===== src/rtl/mem_access_stage.sv =====
// MEM stage of the 5-stage pipeline.
// Runs the data-memory access over a req/ack bus, stalls upstream while the
// access is outstanding, and registers the MEM/WB outputs.
module mem_access_stage #(
  parameter int unsigned WAIT_MAX = 15
) (
  input  logic        clk,
  input  logic        rst,
  input  logic        mem_regwrite,
  input  logic        mem_memwrite,
  input  logic        mem_lw,
  input  logic [1:0]  mem_datatoreg,
  input  logic [4:0]  mem_rdes,
  input  logic [31:0] mem_aluout,
  input  logic [31:0] mem_rdatab,
  input  logic [31:0] mem_pcfour,
  input  logic [31:0] mem_luidata,
  output logic        dmem_req,
  output logic        dmem_we,
  output logic [31:0] dmem_addr,
  output logic [31:0] dmem_wdata,
  input  logic [31:0] dmem_rdata,
  input  logic        dmem_ack,
  output logic        mem_stall,
  output logic        wb_regwrite,
  output logic [4:0]  wb_rdes,
  output logic [31:0] wb_data,
  output logic        wb_valid,
  output logic        bus_err
);

  typedef enum logic [1:0] {IDLE, ACCESS, DONE} state_t;

  localparam logic [7:0] CNT_LAST = 8'(WAIT_MAX - 1);

  state_t      state_q, state_d;
  logic [7:0]  cnt_q, cnt_d;
  logic        req_q, req_d;
  logic        we_q, we_d;
  logic [31:0] addr_q, addr_d;
  logic [31:0] wdata_q, wdata_d;
  logic [31:0] rdata_q, rdata_d;
  logic        supp_q, supp_d;
  logic        wb_regwrite_q, wb_regwrite_d;
  logic [4:0]  wb_rdes_q, wb_rdes_d;
  logic [31:0] wb_data_q, wb_data_d;
  logic        wb_valid_q, wb_valid_d;
  logic        bus_err_q, bus_err_d;

  logic access;
  logic misaligned;

  assign access     = mem_lw | mem_memwrite;
  assign misaligned = access & (mem_aluout[1:0] != 2'b00);

  // Writeback mux; 'ld' is the load value available for select 01
  function automatic logic [31:0] sel_wb(input logic [1:0] sel, input logic [31:0] ld,
                                         input logic [31:0] alu, input logic [31:0] pc4,
                                         input logic [31:0] lui);
    logic [31:0] r;
    case (sel)
      2'b00:   r = alu;
      2'b01:   r = ld;
      2'b10:   r = pc4;
      default: r = lui;
    endcase
    return r;
  endfunction

  // Stall while an aligned access is being issued or is outstanding; reset forces it low
  assign mem_stall = !rst & (((state_q == IDLE) & access & !misaligned) | (state_q == ACCESS));

  // Next-state and next-output computation for the access sequencer
  always_comb begin
    state_d       = state_q;
    cnt_d         = cnt_q;
    req_d         = req_q;
    we_d          = we_q;
    addr_d        = addr_q;
    wdata_d       = wdata_q;
    rdata_d       = rdata_q;
    supp_d        = supp_q;
    bus_err_d     = bus_err_q;
    wb_regwrite_d = 1'b0;
    wb_rdes_d     = 5'd0;
    wb_data_d     = 32'd0;
    wb_valid_d    = 1'b0;
    case (state_q)
      IDLE: begin
        if (misaligned) begin
          bus_err_d  = 1'b1;
          wb_rdes_d  = mem_rdes;
          wb_data_d  = sel_wb(mem_datatoreg, 32'd0, mem_aluout, mem_pcfour, mem_luidata);
          wb_valid_d = 1'b1;
        end else if (access) begin
          req_d   = 1'b1;
          we_d    = mem_memwrite;
          addr_d  = mem_aluout;
          wdata_d = mem_rdatab;
          cnt_d   = 8'd0;
          supp_d  = 1'b0;
          state_d = ACCESS;
        end else begin
          wb_regwrite_d = mem_regwrite;
          wb_rdes_d     = mem_rdes;
          wb_data_d     = sel_wb(mem_datatoreg, 32'd0, mem_aluout, mem_pcfour, mem_luidata);
          wb_valid_d    = 1'b1;
        end
      end
      ACCESS: begin
        if (dmem_ack) begin
          req_d   = 1'b0;
          rdata_d = dmem_rdata;
          state_d = DONE;
        end else if (cnt_q == CNT_LAST) begin
          req_d     = 1'b0;
          bus_err_d = 1'b1;
          rdata_d   = 32'd0;
          supp_d    = 1'b1;
          state_d   = DONE;
        end else begin
          cnt_d = cnt_q + 8'd1;
        end
      end
      DONE: begin
        wb_regwrite_d = mem_regwrite & !supp_q;
        wb_rdes_d     = mem_rdes;
        wb_data_d     = sel_wb(mem_datatoreg, rdata_q, mem_aluout, mem_pcfour, mem_luidata);
        wb_valid_d    = 1'b1;
        state_d       = IDLE;
      end
      default: state_d = IDLE;
    endcase
  end

  // State and output registers with asynchronous reset
  always_ff @(posedge clk or posedge rst) begin
    if (rst) begin
      state_q       <= IDLE;
      cnt_q         <= 8'd0;
      req_q         <= 1'b0;
      we_q          <= 1'b0;
      addr_q        <= 32'd0;
      wdata_q       <= 32'd0;
      rdata_q       <= 32'd0;
      supp_q        <= 1'b0;
      bus_err_q     <= 1'b0;
      wb_regwrite_q <= 1'b0;
      wb_rdes_q     <= 5'd0;
      wb_data_q     <= 32'd0;
      wb_valid_q    <= 1'b0;
    end else begin
      state_q       <= state_d;
      cnt_q         <= cnt_d;
      req_q         <= req_d;
      we_q          <= we_d;
      addr_q        <= addr_d;
      wdata_q       <= wdata_d;
      rdata_q       <= rdata_d;
      supp_q        <= supp_d;
      bus_err_q     <= bus_err_d;
      wb_regwrite_q <= wb_regwrite_d;
      wb_rdes_q     <= wb_rdes_d;
      wb_data_q     <= wb_data_d;
      wb_valid_q    <= wb_valid_d;
    end
  end

  assign dmem_req    = req_q;
  assign dmem_we     = we_q;
  assign dmem_addr   = addr_q;
  assign dmem_wdata  = wdata_q;
  assign wb_regwrite = wb_regwrite_q;
  assign wb_rdes     = wb_rdes_q;
  assign wb_data     = wb_data_q;
  assign wb_valid    = wb_valid_q;
  assign bus_err     = bus_err_q;

endmodule

===== config.mk =====
export PLATFORM = sky130hd
export DESIGN_NAME = mem_access_stage
export DESIGN_NICKNAME = d
export VERILOG_FILES = /design/src/rtl/mem_access_stage.sv
export SDC_FILE = /design/constraint.sdc
export NUM_CORES = 1
export LEC_CHECK = 0
export ABC_CLOCK_PERIOD_IN_PS = 4800
export BUFFER_PORTS_ARGS = -buffer_cell sky130_fd_sc_hd__buf_2
export CAP_MARGIN = 0
export CORE_MARGIN = 2
export CORE_UTILIZATION = 35
export DETAILED_ROUTE_END_ITERATION = 12
export GPL_ROUTABILITY_DRIVEN = 0
export PLACE_DENSITY = 0.74
export SYNTH_ARGS = -nofsm -noshare
export SYNTH_HDL_FRONTEND = slang
export SYNTH_SLANG_ARGS = --single-unit

===== constraint.sdc =====
create_clock -name clk -period 4.8 [get_ports clk]
set_input_delay 0.96 -clock clk [delete_from_list [all_inputs] [get_ports clk]]
set_output_delay 0.96 -clock clk [all_outputs]
set_load 0.02 [all_outputs]

==> results.sh <==
export IMPL_cts_tree="yes"
export IMPL_netlist_cell_type_count=44
export IMPL_wire_per_inst_um=16.98
export IMPL_finalPower_mw=5.110
export IMPL_ctsResizeCount=0
export IMPL_drc_errors=0
export IMPL_cts_sinks=149
export IMPL_finalWirelength_um=19540
export IMPL_core_area_um2=17360
export IMPL_r2r_cells=4
export IMPL_finalSetupTns_ps=0
export IMPL_relSlewSlack_pct=26.95
export IMPL_p_per_area_nw_per_um2=605.3
export IMPL_die_x_um=137.6
export IMPL_cpMostUsedCell="buf_2"
export IMPL_start_util_pct=35.97
export IMPL_fin_crit_sh_pct=60.39
export IMPL_synth_edff_count=0
export IMPL_leakagePower_nw=4.504
export IMPL_placed_area_um2=7826
export IMPL_max_slew_worst_pin_slew_ps=1093
export IMPL_fin_cells=1151
export IMPL_crit_chain="buf_2 > or2_0 > a21oi_2 > nor3_1 > buf_2"
export IMPL_cp_top_family="simple AND/OR/NAND/NOR gates"
export IMPL_p_clk_share_pct=27.2
export IMPL_grt_first_pass_wirelength_um=29240
export IMPL_drv_cap=0
export IMPL_globalRouteOverflowTotal=0
export IMPL_globalRouteTotalUtil_pct=20.51
export IMPL_dp_hpwl_um=13880
export IMPL_grt_max_degree=68
export IMPL_ys_seq_area_share_pct=59.72
export IMPL_cts_root_buf="clkbuf_16"
export IMPL_intPower_mw=3.198
export IMPL_max_freq_ghz=0.3450
export IMPL_ir_drop_v=0.0002710
export IMPL_skew_ps=9.787
export IMPL_io_buffers=279
export IMPL_synth_ff_type="dfrtp_1"
export IMPL_report_final_hold_viol_count=0
export IMPL_cpPeakStageDelay_ps=310
export IMPL_crit_arrival_ps=1940
export IMPL_numCtsBuffers=17
export IMPL_regToRegEndpoint="wb_data[30]"
export IMPL_syn_to_final_growth_pct=35.21
export IMPL_cp_max_fo=5
export IMPL_diodes=0
export IMPL_setup_viol=0
export IMPL_crit_type="input pin to primary output"
export IMPL_hp_class="register to register"
export IMPL_cts_buffer_depth=2
export IMPL_pwr_share_comb_pct=33.3
export IMPL_power_frac_seq_pct=39.5
export IMPL_nNetsFinal=1088
export IMPL_drtPass1Iterations=5
export IMPL_syn_inst=653
export IMPL_fp_row_count=48
export IMPL_start_kind="input pin"
export IMPL_synth_area_um2=6243
export IMPL_switching_share_pct=37.41
export IMPL_vias_per_cell=4.915
export IMPL_fin_crit_ps=2899
export IMPL_htree_levels=4
export IMPL_path_buf_inv=2
export IMPL_first_global_vias=5585
export IMPL_ys_seq_elements=149
export IMPL_status="complete, no violations"
export IMPL_drv_slew=0
export IMPL_clkTransAtPathRegs_ps=60
export IMPL_io_pins=280
export IMPL_cts_setup_buffers=0
export IMPL_hold_depth=2
export IMPL_num_vias=5657
export IMPL_reg2reg_slack_ps=2530
export IMPL_clk_latency_ps=410
export IMPL_drtAntennaViolNets=0
export IMPL_antenna_found_initial=0
export IMPL_synth_nets=828
export IMPL_yosysWarnings=0
export IMPL_holdPathEnd="dmem_wdata[17]"
export IMPL_dp_cells=1119
export IMPL_postCtsHoldBufs=0
export IMPL_synthArstFlopShare_pct=100.0
export IMPL_crit_reg2reg_launch="state_q[1]"
export IMPL_dieArea_um2=18920
export IMPL_slowest_stage="or2_0"
export IMPL_die_height_um=137.6
export IMPL_drive_above_1_share_pct=36.07
export IMPL_synth_avg_cell_area_um2=9.561
export IMPL_worstHoldStart="dmem_wdata[17]"
export IMPL_drtIter0Drc=266
export IMPL_end_kind="primary output"
export IMPL_fin_area_um2=8442
export IMPL_fillers=1625
export IMPL_cp_data_required_time_ps=3840
export IMPL_rsz0062_at_grt="no"
export IMPL_switching_power_mw=1.912
[how the worst max path moves through the flow]
stage / start / to / slack [ps] / cells after the start
after global routing: mem_aluout[0] / mem_stall / 1820 / 5
after floorplan: rst / bus_err / 1970 / 1
after CTS: mem_aluout[0] / mem_stall / 1890 / 5
after global placement: mem_aluout[0] / cnt_q[4] / 1920 / 6
final: mem_memwrite / mem_stall / 1900 / 5
after detailed placement: mem_datatoreg[1] / wb_data[27] / 1850 / 5
[stage by stage]
| step | setup WS, ps | util (%) | hold slack (ps) |
|---|---|---|---|
| 2_1_floorplan | 1965 | - | 458.6 |
| 3_3_place_gp | 1915 | 45.09 | 451.4 |
| 3_5_place_dp | 1848 | 45.09 | 457.2 |
| 4_1_cts | 1890 | 48.64 | 472.3 |
| 5_1_grt | 1817 | 48.64 | 488.7 |
| 6_report | 1901 | 48.64 | 466.9 |
[kinds of logic after synthesis]
logic type | synth area share, %
fa+ha+maj | 0.4007
xor+xnor | 0.4209
buf+inv | 3.968
compound gates | 13.15
mux | 0.5010
simple gates | 21.84
flops | 59.72
[worst min-delay path, cell delays in order, from the launching register on]
cell and delay, ps:
dfrtp_1 330, nand2_1 50, nand2_1 60
[cell usage in the layout, fill, tap and decap left out, drive strengths merged]
cell type	Yosys	layout
nor4b	1	1
nand2b	2	2
o21bai	1	1
or2	1	1
a21oi	4	4
or4b	1	1
nor2b	1	1
nor4bb	1	1
nor2	44	44
clkinvlp	0	5
a311oi	30	30
nor4	1	1
nor3	5	5
o21ai	36	36
dfrtp	149	149
inv	9	12
and3	4	4
o31ai	2	2
mux2i	2	2
nand3	5	5
nor3b	2	2
buf	19	287
o21a	1	1
nand2	254	254
a22o	33	33
ha	2	2
or3	1	1
clkbuf	27	20
mux2	1	1
o211ai	1	1
clkinv	0	1
and2	4	4
bufinv	0	3
nand4	4	4
xor2	3	3
a221o	2	2
[metal layers]
| layer | GRT usage (%) | share of wire [%] |
|---|---|---|
| met1 | 25.72 | 43 |
| met2 | 34.27 | 48 |
| met3 | 5.887 | 8.0 |
| met4 | 6.300 | 1.1 |
| met5 | 0 | 0 |
[power groups by stage]
stage | logic (mW) | registers, mW | clock network [mW]
floorplan | 0.647 | 2.44 | 0
global placement | 1.68 | 2.03 | 0
global route | 1.86 | 2.08 | 1.48
finish | 1.70 | 2.02 | 1.39
CTS | 1.72 | 2.02 | 1.42
detailed placement | 1.73 | 2.03 | 0
[synthesized netlist by cell type, types with 2 or more instances]
master | instances | area, µm²
and3_1 | 3 | 18.77
o21ai_0 | 35 | 175.2
a21oi_2 | 2 | 17.52
dfrtp_1 | 149 | 3729
inv_1 | 9 | 33.78
buf_2 | 16 | 80.08
clkbuf_1 | 26 | 97.59
and2_1 | 3 | 18.77
mux2i_1 | 2 | 20.02
a21oi_1 | 2 | 10.01
nor2_1 | 44 | 165.2
nand4_1 | 4 | 25.02
a221o_1 | 2 | 20.02
nand2b_1 | 2 | 12.51
nand3_1 | 4 | 20.02
nor3_1 | 4 | 20.02
ha_1 | 2 | 25.02
nand2_1 | 254 | 953.4
a311oi_1 | 30 | 262.8
a22o_1 | 33 | 289.0
xor2_1 | 3 | 26.28
o31ai_1 | 2 | 15.01
[flip-flops by register name, indices dropped and copies added, names as in the netlist, 2 cells and up]
| register | count |
|---|---|
| dmem_addr | 32 |
| state_q | 2 |
| wb_rdes | 5 |
| dmem_wdata | 32 |
| wb_data | 32 |
| cnt_q | 8 |
| rdata_q | 32 |
[final cells by class]
cell class	instances	area, µm²	area share (%)
clock buffers	20	446.7	5.291
flip-flops and latches	149	3729	44.17
multi-input cells	449	2310	27.36
well taps	225	281.5	3.335
clock inverters	12	168.9	2.001
repair buffers	287	1469	17.40
inverters	9	37.54	0.4446
No activity file was read; power rests on OpenSTA's default activity.
